**src/rtl/uart_tx_arbiter.sv**
```systemverilog
// Round-robin arbiter that shares one UART transmitter among NUM_REQ byte
// producers. A grant issues a one-cycle start pulse with the latched byte,
// then holds off further grants for FRAME_CLKS clocks so the transmitter
// is never started while it is still shifting out a frame.
module uart_tx_arbiter #(
  parameter int NUM_REQ    = 4,
  parameter int IDW        = 2,
  parameter int FRAME_CLKS = 9556
) (
  input  logic                 clk,
  input  logic                 rst,
  input  logic [NUM_REQ-1:0]   req,
  input  logic [8*NUM_REQ-1:0] data_in,
  output logic [NUM_REQ-1:0]   ack,
  output logic                 uart_start,
  output logic [7:0]           uart_data,
  output logic [IDW-1:0]       grant_id,
  output logic                 busy
);

  localparam int                 CNT_W    = $clog2(FRAME_CLKS);
  localparam logic [CNT_W-1:0]   CNT_LOAD = CNT_W'(FRAME_CLKS - 1);
  localparam logic [NUM_REQ-1:0] ONE_HOT  = NUM_REQ'(1);

  typedef enum logic {IDLE, WAIT} state_t;

  state_t               state;
  logic [CNT_W-1:0]     cnt;
  logic                 win_found;
  logic [IDW-1:0]       win_idx;
  logic [8*NUM_REQ-1:0] data_shift;
  logic [7:0]           win_byte;

  // Returns {found, index} of the first set request searching upward from
  // the requester after the last grant, wrapping at NUM_REQ so indices
  // beyond the last requester are never produced.
  function automatic logic [IDW:0] pick_winner(
    input logic [NUM_REQ-1:0] r,
    input logic [IDW-1:0]     last
  );
    logic [IDW:0] res;
    int           cand;
    res = '0;
    for (int k = 1; k <= NUM_REQ; k++) begin
      cand = (int'(last) + k) % NUM_REQ;
      if (!res[IDW] && r[cand]) begin
        res = {1'b1, IDW'(cand)};
      end
    end
    return res;
  endfunction

  // Arbitration result and the winner's byte, consumed only in IDLE.
  always_comb begin
    {win_found, win_idx} = pick_winner(req, grant_id);
    data_shift           = data_in >> {win_idx, 3'b000};
    win_byte             = data_shift[7:0];
  end

  // Grant FSM: arbitrate in IDLE, then count out one frame time in WAIT.
  always_ff @(posedge clk or negedge rst) begin
    if (!rst) begin
      state      <= IDLE;
      cnt        <= '0;
      ack        <= '0;
      uart_start <= 1'b0;
      uart_data  <= 8'h00;
      grant_id   <= IDW'(NUM_REQ - 1);
      busy       <= 1'b0;
    end else begin
      ack        <= '0;
      uart_start <= 1'b0;
      case (state)
        IDLE: begin
          if (win_found) begin
            uart_data  <= win_byte;
            grant_id   <= win_idx;
            ack        <= ONE_HOT << win_idx;
            uart_start <= 1'b1;
            busy       <= 1'b1;
            cnt        <= CNT_LOAD;
            state      <= WAIT;
          end
        end
        WAIT: begin
          if (cnt == '0) begin
            busy  <= 1'b0;
            state <= IDLE;
          end else begin
            cnt <= cnt - CNT_W'(1);
          end
        end
        default: state <= IDLE;
      endcase
    end
  end

endmodule

```
**config.mk**
```make
export PLATFORM = sky130hd
export DESIGN_NAME = uart_tx_arbiter
export DESIGN_NICKNAME = d
export VERILOG_FILES = /design/src/rtl/uart_tx_arbiter.sv
export SDC_FILE = /design/constraint.sdc
export NUM_CORES = 1
export LEC_CHECK = 0
export ABC_AREA = 1
export BUFFER_PORTS_ARGS = -buffer_cell sky130_fd_sc_hd__buf_2
export CAP_MARGIN = 20
export CORE_UTILIZATION = 47
export CTS_CLUSTER_DIAMETER = 60
export DETAILED_ROUTE_END_ITERATION = 10
export PLACE_DENSITY_LB_ADDON = 0.3
export SLEW_MARGIN = 10
export SYNTH_ARGS = -nofsm -noshare
export SYNTH_HDL_FRONTEND = slang
export SYNTH_SLANG_ARGS = --single-unit
export TNS_END_PERCENT = 10
```
**constraint.sdc**
```tcl
create_clock -name clk -period 1.7 [get_ports clk]
set_input_delay 0.34 -clock clk [delete_from_list [all_inputs] [get_ports clk]]
set_output_delay 0.34 -clock clk [all_outputs]
set_load 0.1 [all_outputs]
```
==> results.md <==
Critical path:
- The largest single stage delay on the critical path is 0.68 ns.
- STA classifies the critical path startpoint as a flop.
- STA puts the critical path data required time at 1.89 ns.
- The cell with the biggest individual delay on the critical path is sky130_fd_sc_hd__dfstp_4.
- The critical path goes through inv_8 -> nand2_2 -> nand2_4 -> nand2_4 -> nand2_4 -> nor2_4 -> nand3_4 -> buf_6 -> nand3_4 -> nand2_2 -> nand3_2 -> nand2_2 -> nand2_1 -> nand2_1.
- The capturing element type of the critical path is a flop.
- The kind of critical path is reg2reg.
- The endpoint arrival time on the critical path is 2.21 ns.
- Along the worst path, the maximum fanout reaches 8.

Floorplan:
- The floorplan step defined a die boundary enclosing 4410 sq um.
- After floorplanning, the core was divided into 23 placement rows.
- 54 I/O pins were placed.
- The area of the core is 4000 sq um.
- The initial utilization of the core area, before any placement, comes to 0.487.
- In this run the vertical extent of the chip is 66.4 microns.
- The floorplan step set the die width to 66.4 microns.

Clocking:
- TritonCTS built the clock tree.
- After clock tree synthesis, the clock-pin slew on the worst setup and hold paths is 0.07 ns.
- The CTS root buffer is sky130_fd_sc_hd__clkbuf_8.
- The number of buffers on the longest clock path is 2.
- Buffers inserted during clock tree synthesis total 5.
- The clock insertion delay at the later pin of the skew report is 0.29 ns.
- For this design, the CTS-stage hold fixing added 0 buffers.
- Counting every sink on the clock net gives 31.
- The H-tree was split into 2 levels.

Place:
- The wire-length estimate of the detail-placed layout is 3540 microns.
- The placed instances occupy a cell area of 2480 sq um.
- At the end of routability-driven placement, the weighted congestion stood at 0.919.
- The worst setup slack after placement is -0.372 ns.
- The count of buffers added on input and output ports is 53.

Run status:
- The final reports fail on setup timing.
- The flow ran to the end, but the final reports show violations.

Power and ir drop:
- The total leakage power is 1.63 nW.
- The worst-case IR drop observed on VDD is 0.482 mV.
- The total chip power is 0.00153 W.
- The total power per unit cell area is 499 nW/um^2.

STA:
- The number of setup violations in the final report is 32.
- Setup repair after global routing could not meet its margin everywhere.
- The count of endpoints failing hold in the final timing report is 0.
- Dividing the final minimum period by the clock period gives 1.19.
- The transition at the pin with the smallest max-transition slack is 0.695 ns.
- The smallest setup slack after layout is -0.327 ns.
- The number of slew-limit violations in the final report is 0.
- The worst pin sits at a relative slew slack of 0.537.
- The shortest period the worst path allows is 2.03 ns.
- The peak clock frequency supported by timing is 493 MHz.
- The setup clock skew after layout is 0.00747 ns.

Cells and area:
- The finished cells cover 3060 sq um.
- The diode insertion count for antenna repair is 0.
- Leaving out fill and tap cells, the most frequent cells in the layout are sky130_fd_sc_hd__nand2_1, sky130_fd_sc_hd__buf_2, sky130_fd_sc_hd__inv_1.
- The fraction of final layout cells sized beyond drive strength 1 is 0.448.
- The library cell used most frequently in the layout, excluding fill and tap cells, is sky130_fd_sc_hd__nand2_1.
- The number of filler instances in the final layout is 262.
- From synthesis to final layout, the design area changed by 57.0%.
- The final layout contains 413 nets.

Detailed routing:
- In this run the remaining antenna-violating nets after routing total 0.
- The length of the first detailed-routing pass in iterations is 4.
- After detailed routing, the number of remaining DRC violations is 0.
- The total number of vias is 2254.
- The wire length per cell is 14.7 microns.
- The aggregate routed wire length is 6230 microns.
- The per-cell via count in the routed design is 5.30.
- For this block, the initial DRC count from the detailed router was 140.

Global route:
- Global routing finished with a remaining overflow of 0.
- Entering global routing, the biggest net connects 32 pins.
- The number of global-route vias before repair is 2281.
- The number of antenna violations at the first check in global routing is 0.
- Across every metal layer, demand over resource in global routing totals 0.305.
- The first-pass GRT wire length is 9850 microns.

Synthesis:
- For this run, the number of Yosys warnings is 0.
- The number of distinct library cell variants in the gate-level netlist after synthesis is 29.
- The number of instances in the synthesized netlist is 276.
- The post-synthesis sequential element count is 31.
- Counting flops with a built-in enable in the synthesized netlist gives 0.
- Of the synthesized area, sequential elements account for 0.399.
- The share of flip-flops with an asynchronous set or reset after synthesis is 1.00.
- In the synthesized netlist the dominant register cell turns out to be sky130_fd_sc_hd__dfrtp_1.
- The summed instance area of the synthesized netlist is 1950 sq um.
- The per-instance average area after synthesis is 7.06 sq um.
- The number of nets in the synthesized netlist is 315.

Job:
- The tool flagged a number of max-cap violations equal to 0.

Hold path:
- The class of the most critical hold timing path is in2async.
-- power breakdown --
part / total [W] / switching [W] / internal [W] / leakage [nW]
Combinational: 0.000229 / 0.000134 / 0.0000953 / 1.20
Sequential: 0.000738 / 0 / 0.000738 / 0.390
Clock: 0.000561 / 0.000274 / 0.000287 / 0.0422
-- what timing repair did --
item | CTS | global route
buffers inserted | 13 | 1
setup endpoints to repair | 31 | 32
cloned | 3 | 0
pin swaps | 22 | 13
gates resized for setup | 83 | 23
-- path summary, 6_finish.rpt --
path	startpoint	endpoint	slack (ns)	depth (start not counted)
max reg2reg	grant_id[0]	uart_data[4]	-0.33	14
min in group clk	data_in[8]	uart_data[0]	0.31	3
min	rst	uart_data[4]	0.09	1
max in group asynchronous	rst	uart_data[6]	1.16	1
max	grant_id[0]	uart_data[4]	-0.33	14
min reg2reg	state	cnt[1]	0.50	1
-- per-stage QoR --
stage | std cells | utilization | TNS (ns) | hold WS [ns]
after global routing | 425 | 0.765 | -10.79 | 0.154
final | 425 | 0.765 | -8.13 | 0.0916
after floorplan | 276 | - | -11.92 | 0.0444
after CTS | 424 | 0.741 | -5.73 | 0.108
after detailed placement | 403 | 0.621 | -8.55 | 0.425
after global placement | 403 | 0.621 | -6.03 | 0.414
-- registers in the layout (all words and copies together) (netlist names) --
name and count:
state 1, busy 1, ack 4, cnt 14, grant_id 2, uart_start 1, uart_data 8
-- area by class of cell --
cell class                 instances  area (sq um)  share of cell area
tap                               50          62.6              0.0204
timing repair buffer              96           667               0.218
clock buffer                       7          76.3              0.0249
inverter                          36           148              0.0483
clock inverter                     1          5.00             0.00164
multi-input combinational        204          1320               0.430
sequential                        31           786               0.257
-- cell usage after synthesis, types with 2 or more instances --
cell type / instances / area (sq um)
sky130_fd_sc_hd__inv_1: 34 / 128
sky130_fd_sc_hd__nor2_1: 19 / 71.3
sky130_fd_sc_hd__nand4_1: 2 / 12.5
sky130_fd_sc_hd__nand3_2: 2 / 20.0
sky130_fd_sc_hd__nand3_1: 30 / 150
sky130_fd_sc_hd__nand2_2: 4 / 25.0
sky130_fd_sc_hd__buf_2: 2 / 10.0
sky130_fd_sc_hd__nor3_1: 8 / 40.0
sky130_fd_sc_hd__a31oi_1: 2 / 12.5
sky130_fd_sc_hd__o21ai_0: 14 / 70.1
sky130_fd_sc_hd__xor2_1: 4 / 35.0
sky130_fd_sc_hd__dfstp_2: 2 / 52.6
sky130_fd_sc_hd__dfrtp_1: 29 / 726
sky130_fd_sc_hd__nand2_1: 93 / 349
sky130_fd_sc_hd__a21oi_1: 6 / 30.0
sky130_fd_sc_hd__buf_4: 2 / 15.0
sky130_fd_sc_hd__o211ai_1: 8 / 60.1
sky130_fd_sc_hd__buf_6: 4 / 45.0
-- per-layer routing --
layer	vias to the layer above	track usage	wire length [microns]
met3	18	0.0793	312
met2	67	0.531	3140
met4	0	0.162	179
met1	1079	0.338	2600
met5	-	0	0
li1	1090	-	-
-- critical path, delay by kind of cell (launching register included) --
family                 cells  cell delay [ns]
AND/OR/NAND/NOR           12             0.99
flip-flops                 1             0.68
buffers and inverters      2             0.22
-- cell families (layout without fill, tap and decap cells) --
logic type,count (synthesis),count (layout),share of synthesized area
buffers and inverters,44,140,0.107
XOR/XNOR,4,4,0.0180
adder cells (fa/ha/maj),1,1,0.00642
AO/OA/AOI/OAI,30,30,0.0886
flip-flops,31,31,0.399
AND/OR/NAND/NOR,166,169,0.381
(Power assumes the default switching activity.)
